`config.mk`:
```
export PLATFORM = sky130hd
export DESIGN_NAME = latch_bank_write_arbiter
export DESIGN_NICKNAME = d
export VERILOG_FILES = /design/src/rtl/latch_bank_write_arbiter.sv
export SDC_FILE = /design/constraint.sdc
export NUM_CORES = 1
export LEC_CHECK = 0
export ABC_AREA = 1
export CORE_ASPECT_RATIO = 0.6
export CORE_UTILIZATION = 45
export CTS_BUF_LIST = sky130_fd_sc_hd__clkbuf_8 sky130_fd_sc_hd__clkbuf_16
export DETAILED_ROUTE_END_ITERATION = 6
export MAX_ROUTING_LAYER = met4
export PLACE_DENSITY = 0.9
export SLEW_MARGIN = 20
export SYNTH_ARGS = -nofsm -noshare
export SYNTH_HDL_FRONTEND = slang
export SYNTH_SLANG_ARGS = --single-unit
export TNS_END_PERCENT = 5
```
`constraint.sdc`:
```
create_clock -name Clk -period 1.95 [get_ports Clk]
set_input_delay 0.39 -clock Clk [delete_from_list [all_inputs] [get_ports Clk]]
set_output_delay 0.39 -clock Clk [all_outputs]
set_load 0.005 [all_outputs]
```
`src/rtl/latch_bank_write_arbiter.sv`:
```
// Round-robin write sequencer sharing one gated-latch bank between N_REQ clients.
// Define LATCH_RB_CHECK_EN to add Q readback checking (Q_rb input, sticky Err output).
module latch_bank_write_arbiter #(
    parameter int unsigned N_REQ     = 4,
    parameter int unsigned WIDTH     = 8,
    parameter int unsigned EN_CYCLES = 2,
    localparam int unsigned IDW      = (N_REQ > 1) ? $clog2(N_REQ) : 1
) (
    input  logic                   Clk,
    input  logic                   Rst_n,
    input  logic [N_REQ-1:0]       Req,
    input  logic [N_REQ*WIDTH-1:0] Wdata,
    output logic [N_REQ-1:0]       Ack,
    output logic                   Busy,
    output logic [IDW-1:0]         Grant_id,
    output logic [WIDTH-1:0]       D,
    output logic                   E
`ifdef LATCH_RB_CHECK_EN
    ,
    input  logic [WIDTH-1:0]       Q_rb,
    output logic                   Err
`endif
);

    localparam int unsigned CW = (EN_CYCLES > 1) ? $clog2(EN_CYCLES) : 1;

    generate
        if (EN_CYCLES < 1) begin : gEnCyclesCheck
            $error("EN_CYCLES must be at least 1");
        end
        if (N_REQ < 2 || N_REQ > 16) begin : gNReqCheck
            $error("N_REQ must be in 2..16");
        end
    endgenerate

    typedef enum logic [2:0] {
        IDLE,
        SETUP,
        ENABLE,
        HOLD,
        DONE
    } state_t;

    state_t         state;
    logic [IDW-1:0] ptr;
    logic [CW-1:0]  enCnt;
    logic [IDW-1:0] win;
    logic [IDW-1:0] cand;
    logic           anyReq;

    // First set request at or above the pointer, wrapping at N_REQ.
    always_comb begin
        anyReq = 1'b0;
        win    = '0;
        cand   = '0;
        for (int unsigned k = 0; k < N_REQ; k++) begin
            cand = IDW'((32'(ptr) + k) % N_REQ);
            if (!anyReq && Req[cand]) begin
                anyReq = 1'b1;
                win    = cand;
            end
        end
    end

    always_ff @(posedge Clk or negedge Rst_n) begin
        if (!Rst_n) begin
            state    <= IDLE;
            ptr      <= '0;
            enCnt    <= '0;
            Ack      <= '0;
            Busy     <= 1'b0;
            Grant_id <= '0;
            D        <= '0;
            E        <= 1'b0;
`ifdef LATCH_RB_CHECK_EN
            Err      <= 1'b0;
`endif
        end else begin
            case (state)
                IDLE: begin
                    Ack <= '0;
                    if (anyReq) begin
                        // D doubles as the holding register; it only changes here.
                        Grant_id <= win;
                        D        <= Wdata[win*WIDTH +: WIDTH];
                        ptr      <= (win == IDW'(N_REQ - 1)) ? '0 : win + 1'b1;
                        Busy     <= 1'b1;
                        state    <= SETUP;
                    end
                end
                SETUP: begin
                    E     <= 1'b1;
                    enCnt <= '0;
                    state <= ENABLE;
                end
                ENABLE: begin
                    if (enCnt == CW'(EN_CYCLES - 1)) begin
                        E     <= 1'b0;
                        state <= HOLD;
                    end else begin
                        enCnt <= enCnt + 1'b1;
                    end
                end
                HOLD: begin
                    Ack   <= N_REQ'(1) << Grant_id;
`ifdef LATCH_RB_CHECK_EN
                    if (Q_rb != D) begin
                        Err <= 1'b1;
                    end
`endif
                    state <= DONE;
                end
                DONE: begin
                    Ack   <= '0;
                    Busy  <= 1'b0;
                    state <= IDLE;
                end
                default: begin
                    Ack   <= '0;
                    Busy  <= 1'b0;
                    E     <= 1'b0;
                    state <= IDLE;
                end
            endcase
        end
    end

endmodule

```
[Word level (Yosys, flattened, before mapping)]
Cells that the tools add are included.
Storage, ports and cells
  ROM bits: 0
  bits in latches: 0
  memories kept: 0
  register bits after elaboration: 22
  output and inout bits: 16
  memory bits (writable): 0
  input port bits: 38
Operators by class
  reductions and logical operators: 15
  multipliers: 0
  equality and inequality tests: 7
  bitwise gates (word level): 2
  multiplexer cells: 27
  shifts and indexed selects: 2
  divide/modulo/power cells: 0
  order comparisons: 4
  add/subtract/negate cells: 5
Operators with widths (count)
  $shiftx A32 B6 Y8: 1
  $lt A2 B3 Y1 const B: 4
  $pmux W3 S4: 1
  $mux W1: 11
  $mux W2: 5
  $bmux W1 S2: 4
  $pmux W4 S2: 1
  $reduce_and A2 Y1: 4
  $eq A3 B2 Y1 const B: 2
  $mux W3: 2
  $reduce_or A3 Y1: 2
  $add A2 B1 Y2 const B: 2
  $add A2 B2 Y2 const B: 2
  $ne A2 B2 Y1 const B: 2
  $pmux W1 S2: 2
  $shl A1 B2 Y4 const A: 1
  $eq A3 B1 Y1 const B: 1
  $eq A3 B3 Y1 const B: 1
  $logic_and A1 B1 Y1: 3
  $logic_not A1 Y1: 3
  $logic_not A3 Y1: 1
  $pmux W1 S3: 1
  $eq A2 B2 Y1 const B: 1
  $not A1 Y1: 2
  3 further kinds: 3

[Longest topological paths before layout]
Gate-level depths: netlist of the first run.
  word-level depth: 14
  depth in mapped cells: 16
  depth with buffers taken out: 14

[Worst setup path after synthesis of the first run]
Ideal clock, no wire load.
  kind: register to register
  start: register ptr[0]
  end: register D[6]
  data required time: 1.833 ns
  setup time: 0.117 ns
  stages on the path, launching flop included: 15
  path slack: 0.251 ns
  arrival time: 1.582 ns
  cell sequence: dfrtp_1 > buf_6 > inv_6 > nand2_1 > nand3_1 > nand2_2 > nor2_4 > nand3_4 > nand3_4 > buf_6 > nand2_1 > nand3_1 > nand2_1 > nand2_1 > nand2_1
Between the ends
  longest elaborated chain between the ends: 13
  elaborated cells between the ends (all ways): 27
  classes of those cells: add/sub (3); shift (1); mux (16); reduce/logical (7)
Ends and longest elaborated chain
  from (decl): line 45  | logic [IDW-1:0] ptr;
  from (signal assigned): line 86  | ptr <= (win == IDW'(N_REQ - 1)) ? '0 : win + 1'b1;
  branches (longest 13 deep; another with $add A2 B1 Y2)
  to (signal assigned): line 85  | D <= Wdata[win*WIDTH +: WIDTH];
  to (decl): line 16  | output logic [WIDTH-1:0] D,
Several ways; the timed one is not identified. The select of a mux whose other input is x is not followed.
A chain may end at the register's enable or synchronous reset.

[Worst setup path after layout of the first run]
  start: input Req[0]
  end: register D[6]
Between the ends
  longest elaborated chain between the ends: 13
  elaborated cells between the ends (all ways): 24
  classes of those cells: shift (1); mux (16); reduce/logical (7)
Ends and longest elaborated chain
  from (decl): line 11  | input logic [N_REQ-1:0] Req,
  $bmux W1 S2: line 58  | if (!anyReq && Req[cand]) begin
  $mux W1 (implied by the code): line 58
  $mux W1: line 58
  $logic_not A1 Y1: line 58
  $logic_and A1 B1 Y1: line 58
  $mux W1: line 58
  $logic_not A1 Y1: line 58
  $logic_and A1 B1 Y1: line 58
  $mux W1: line 58
  $logic_not A1 Y1: line 58
  $logic_and A1 B1 Y1: line 58
  $mux W2 / $mux W1 (equally long branches): line 58
  $shiftx A32 B6 Y8 / $reduce_and A2 Y1 (equally long branches)
Several ways; a longest one is shown, not always the timed one. The select of a mux whose other input is x is not followed.

==> impl_metrics.tcl, run 1 <==
set metrics [dict create \
    routed_wirelength_mm 4.48 \
    worstPathMaxFanout 6 \
    clock_sinks 22 \
    worst_setup_path_start_kind "primary input" \
    antenna_found_initial 0 \
    r2r_end "D[6]" \
    wl_met1_mm 2.10 \
    fillCellCount 252 \
    top_layer "met4" \
    path_class "in2reg" \
    cts_tree "yes" \
    cts_hold_buffers 0 \
    startpoint "Req[0]" \
    crit_slowest_cell "clkdlybuf4s50_1" \
    worst_pin_slew_ns 0.457 \
    critPathCapture "D[6]" \
    regToRegStartpoint "ptr[0]" \
    grt_max_degree 23 \
    pre_cts_slack_ns -0.231 \
    grt_pass1_vias 1616 \
    start_util_pct 48.0 \
    layout_setup_ws_ns 0.0516 \
    p_clk_share_pct 7.0 \
    synth_fp_nets 285 \
    yosys_warnings 0 \
    synth_compound_area_share_pct 3.79 \
    vias 1847 \
    drc 0 \
    synth_xor_area_share_pct 0 \
    seq_area_sq_um 552 \
    synthAdderAreaFrac_pct 0 \
    drtIter0Drc 95 \
    std_cell_rows 16 \
    clock_path_buffers 2 \
    synth_top_area_cell "dfrtp_1" \
    yosys-top-cells-count "97 x nand2_1, 47 x inv_1, 26 x nand3_1" \
    synth_edf_count 0 \
    finish.utilization_pct 72.6 \
    async_flop_share_pct 100 \
    n_antenna_cell 0 \
    synth_top_area_share_pct 34.7 \
    status "complete, no violations" \
    wl_met3_um 329 \
    boundaryPins 54 \
    synth_top_family_by_area "simple AND/OR/NAND/NOR gates" \
    slew_headroom_pct 69.3 \
    r2r_slack_ns 0.06 \
    grt_usage_pct 24.1 \
    max_cap_viol_count 0 \
    netlist-cell-type-count 24 \
    viasPerCell 5.14 \
    cp.required_ns 2.10 \
    synth-simple-area-share_pct 45.9 \
    hold_violations 0 \
    hold_path_class "in2async" \
    dieHeight_um 48.0 \
    htreeDepth 1 \
    dominantRegCellSynth "dfrtp_1" \
    power_switching_uw 2280 \
    synthCells 247 \
    setup_viol 0 \
    synth_area_leaders "dfrtp_1 35%, nand2_1 23%, inv_1 11%" \
    period_share_pct 97.4 \
    synthMuxAreaShare_pct 0 \
    power.share.combinational_pct 74.6 \
    slew_violations 0 \
    syn-cell-area_sq_um 1590 \
    cp_data_arrival_time_ns 2.05 \
    cpPeakStageDelay_ns 0.48 \
    multi_input_area_sq_um 842 \
    crit_top_cell "nand2_1" \
    finClkSkew_ns 0.00276 \
    internal_power_uw 2280 \
    wire_per_inst_um 12.5 \
    dp_hpwl_mm 3.21 \
    yosysMostFrequentCell "nand2_1" \
    wl_met2_mm 2.02 \
    gp_congestion 0.938 \
    cts_buffers 3 \
    fp.coreArea_sq_um 3300 \
    die-area_sq_um 3770 \
    rsz0062_at_grt "true" \
    first_pass_iters 4 \
    postSynthAreaPerCell_sq_um 6.42 \
    grt_pass1_wl_mm 6.80 \
    fin_crit_ns 1.90 \
    path_cells "clkdlybuf4s50_1, inv_1, nand2_1, nand2_1, nand2_1, nand2_2, nand2_2, nand2_2, nand2_4, buf_6, buf_4, nand4_1, nand3_1, nand2_1, nand2_1, nand2_1" \
    fmax_mhz 527 \
    ant_nets 0 \
    swShare_pct 50.0 \
    syn_to_final_growth_pct 51.2 \
    yosysSeqAreaShare_pct 34.7 \
    overflow 0 \
    worst_setup_path_end_kind "flip-flop" \
    p_leak_uw 0.00131 \
    drive_above_1_share_pct 15.9 \
    root_buffer "clkbuf_8" \
    ys_seq_elements 22 \
    finalNetCount 353 \
    ir_worst_vdd_uv 873 \
    die_w_um 78.6 \
    port_buffers 53 \
    rr_worst_depth 15 \
    clk_pin_slew_ns 0.08 \
    clkLatencyLatePin_ns 0.26 \
    p_seq_share_pct 18.3 \
    powerDensity_nw_per_um2 1910 \
]
## critical path: cells and delay by family
kind / cells / cell delay (ns)
AND/OR/NAND/NOR: 12 / 0.88
buffers and inverters: 4 / 0.78
## cell usage in the layout (no fill, tap or decap), types with 2 or more instances in the layout
cell type / netlist / layout
nand3_2: 1 / 3
o21ai_0: 5 / 5
nor2_1: 6 / 5
nand3_1: 26 / 24
o21bai_1: 2 / 2
dlymetal6s2s_1: 0 / 3
clkdlybuf4s50_1: 0 / 50
clkinvlp_4: 0 / 2
nand2_2: 4 / 11
inv_2: 2 / 4
buf_6: 2 / 2
nor2_2: 1 / 2
nand2_4: 1 / 2
nand2_1: 97 / 89
dfrtp_1: 22 / 21
inv_1: 47 / 44
nand3_4: 2 / 3
nand4_1: 16 / 16
clkbuf_8: 0 / 4
buf_4: 1 / 12
## area by class of cell
class / count / area share (%)
inverters: 50 / 8.30
clock buffers: 4 / 2.30
repair buffers: 69 / 28.6
flip-flops and latches: 22 / 23.0
well taps: 45 / 2.35
repair inverters: 1 / 0.313
multi-input cells: 168 / 35.1
## sequential cells by signal (all words and copies together) (netlist names)
register	cells
Ack	4
Busy	1
D	8
E	1
Grant_id	2
enCnt	1
ptr	2
state	3
## layer usage
layer	vias to the layer above	track usage (%)
met1	843	31.9
met3	8	5.14
met5	-	-
li1	903	-
met4	0	4.07
met2	93	39.3
## per-stage QoR
step                std cells  hold WS [ns]  setup TNS, ns  instance area [sq um]  total power, uW
floorplan                 247        0.0944              0                   1590             2850
global placement          348         0.453          -1.54                   2210             3690
detailed placement        348         0.467          -2.23                   2210             3790
CTS                       352         0.476              0                   2270             4130
global route              359         0.491         -0.292                   2400             4960
finish                    359         0.472              0                   2400             4570
## power groups by stage
| stage | Combinational (uW) | Sequential (uW) | Clock [uW] |
|---|---|---|---|
| 2_1_floorplan | 2040 | 816 | 0 |
| 3_3_place_gp | 2860 | 826 | 0 |
| 3_5_place_dp | 2960 | 831 | 0 |
| 4_1_cts | 2980 | 827 | 324 |
| 5_1_grt | 3760 | 857 | 343 |
| 6_report | 3410 | 838 | 321 |
## what timing repair did
action | 4_1_cts | 5_1_grt
buffers inserted | 0 | 5
gates resized for setup | 0 | 28
hold endpoints to repair | 0 | 0
endpoints found under the setup margin | 0 | 11
## logic make-up (layout without fill, tap and decap cells)
family	count (synthesis)	count (layout)
and+or+nand+nor	157	158
AOI/OAI and AO/OA	10	10
DFF	22	22
buffers and inverters	58	124
## how the worst min path moves through the flow
stage | endpoint | slack [ns] | cells after the start
after floorplan | Ack[0] | 0.09 | 0
after global placement | state[0] | 0.45 | 1
after detailed placement | state[0] | 0.47 | 1
after CTS | state[0] | 0.48 | 1
after global routing | Busy | 0.49 | 2
final | Busy | 0.47 | 2
No activity file was read; power rests on OpenSTA's default activity.
==> run 2, diff against run 1 <==
Settings changed: PLACE_DENSITY 0.9 to default, PLACE_DENSITY_LB_ADDON from default to 0.2.
==> run 2 against run 1 <==
- first-iteration DRC count shrank 22%
- non-clock buffer count shrank 2
- clock skew grew 0.0029 ns
- fmax grew 0.65%
- register-to-register slack gained 0.03 ns
- cell area grew 0.47%
- largest power group unchanged
- highest routed layer unchanged
==> impl_metrics.tcl, run 2 (synthesized netlist as in run 1, its figures left out) <==
set metrics [dict create \
    vias 1768 \
    wl_met1_mm 2.04 \
    placed_cells 347 \
    hold_path_class "in2async" \
    dieHeight_um 48.0 \
    htreeDepth 1 \
    internal_power_uw 2440 \
    clkLatencyLatePin_ns 0.26 \
    crit_slowest_cell "clkdlybuf4s50_1" \
    ir_worst_vdd_uv 1130 \
    grt_pass1_vias 1520 \
    worst_setup_path_start_kind "primary input" \
    grt_pass1_wl_mm 6.38 \
    die_w_um 78.6 \
    rsz0062_at_grt "true" \
    boundaryPins 54 \
    stdcell_count 356 \
    fp.coreArea_sq_um 3300 \
    p_seq_share_pct 18.2 \
    cp.required_ns 2.12 \
    finClkSkew_ns 0.00564 \
    root_buffer "clkbuf_8" \
    power_switching_uw 2230 \
    largest_register_ffs 8 \
    clock_sinks 22 \
    first_pass_iters 5 \
    cts_buffers 3 \
    worst_pin_slew_ns 0.503 \
    wl_met2_mm 1.94 \
    cts_tree "yes" \
    syn_to_final_growth_pct 51.9 \
    final_common_cell "nand2_1" \
    finalNetCount 350 \
    grt_usage_pct 22.8 \
    slew_violations 0 \
    fillCellCount 289 \
    n_antenna_cell 0 \
    largest-register "D" \
    power.share.combinational_pct 73.0 \
    swShare_pct 47.7 \
    clk_pin_slew_ns 0.08 \
    final_cell_mix "93 x nand2_1, 52 x clkdlybuf4s50_1, 45 x inv_1" \
    r2r_slack_ns 0.09 \
    overflow 0 \
    p_clk_share_pct 8.8 \
    drc 0 \
    tns_ns 0 \
    max_cap_viol_count 0 \
    grt_max_degree 23 \
    std_cell_rows 16 \
    antenna_found_initial 0 \
    routed_wirelength_mm 4.41 \
    path_class "in2reg" \
    fmax_mhz 530 \
    fin_crit_ns 1.89 \
    drtIter0Drc 74 \
    die-area_sq_um 3770 \
    viasPerCell 4.97 \
    clock_path_buffers 2 \
    top_layer "met4" \
    slew_headroom_pct 66.2 \
    ant_nets 0 \
    powerDensity_nw_per_um2 1940 \
    status "complete, no violations" \
    path_cells "clkdlybuf4s50_1, inv_1, nand2_1, nand3_1, nand2_1, inv_1, nand3_4, nand2_1, buf_4, nor2_2, nand2_1, o211ai_1" \
    dp_hpwl_mm 3.03 \
    cpPeakStageDelay_ns 0.47 \
    drive_above_1_share_pct 13.5 \
    p_total_uw 4670 \
    worstPathMaxFanout 5 \
    setup_viol 0 \
    worst_setup_path_end_kind "flip-flop" \
    start_util_pct 48.0 \
    finish.utilization_pct 72.9 \
    cp_data_arrival_time_ns 2.06 \
    crit_top_cell "nand2_1" \
    gp_congestion 0.924 \
    hold_violations 0 \
    period_share_pct 96.7 \
    wl_met3_um 365 \
    port_buffers 53 \
    p_leak_uw 0.00131 \
    top_regs "D x8, Ack x4, state x3" \
    wire_per_inst_um 12.4 \
]
-- run 2: changes by cell type in the layout (fill, tap and decap cells not counted), sizes merged --
cell	change
dlymetal6s2s	-2
buf	-3
bufinv	+1
inv	+1
clkinvlp	-2
clkdlybuf4s50	+2
-- run 2: layer usage --
metal / track usage (%) / vias to the layer above
met5: - / -
met4: 3.70 / 0
met1: 29.5 / 783
li1: - / 904
met3: 5.14 / 8
met2: 37.9 / 73
-- run 2: power by group through the flow --
stage | Sequential (uW) | Combinational [uW] | Clock, uW
3_5_place_dp | 867 | 2970 | 0
6_report | 848 | 3410 | 413
4_1_cts | 862 | 2990 | 419
2_1_floorplan | 816 | 2040 | 0
3_3_place_gp | 860 | 2930 | 0
5_1_grt | 875 | 3770 | 442
-- run 2: stage by stage --
step	hold slack [ns]	cell area (sq um)	setup WS [ns]
after floorplan	0.0944	1590	0.251
after global placement	0.460	2220	-0.182
after detailed placement	0.463	2220	-0.264
after CTS	0.489	2290	0.0147
after global routing	0.508	2410	-0.0582
final	0.483	2410	0.0639
-- run 2: worst paths after layout --
check	cells past startpoint	from	end
max reg2reg	11	ptr[0]	ptr[1]
min in group Clk	2	Busy	Busy
min reg2reg	2	Busy	Busy
max	12	Req[3]	ptr[1]
max in group asynchronous	2	Rst_n	ptr[0]
min	2	Rst_n	state[1]
-- run 2: layout make-up --
cell class / instances / area, sq um / area share [%]
clock buffers: 3 / 41.3 / 1.71
inverters: 50 / 193 / 8.00
clock inverters: 1 / 30.0 / 1.25
repair buffers: 67 / 704 / 29.2
well taps: 45 / 56.3 / 2.34
flip-flops and latches: 22 / 552 / 22.9
multi-input cells: 168 / 832 / 34.5
-- run 2: worst max-delay path, delay by kind of cell --
family	cells	cell delay [ns]
compound gates	1	0.12
buf+inv	4	0.80
simple gates	7	0.75
-- run 2: repair_timing --
action                                  in CTS  in global routing
hold buffers                                 0                  0
cloned                                       0                  2
pin swaps                                    0                  4
gates resized for setup                      1                 20
endpoints found under the setup margin       8                 10
setup buffers                                0                  3
==> run 3, diff against run 2 <==
Settings changed: SLEW_MARGIN 20 to default.
==> results of run 3 <==
No change in the layout: final DEF, timing and power equal those of run 2.
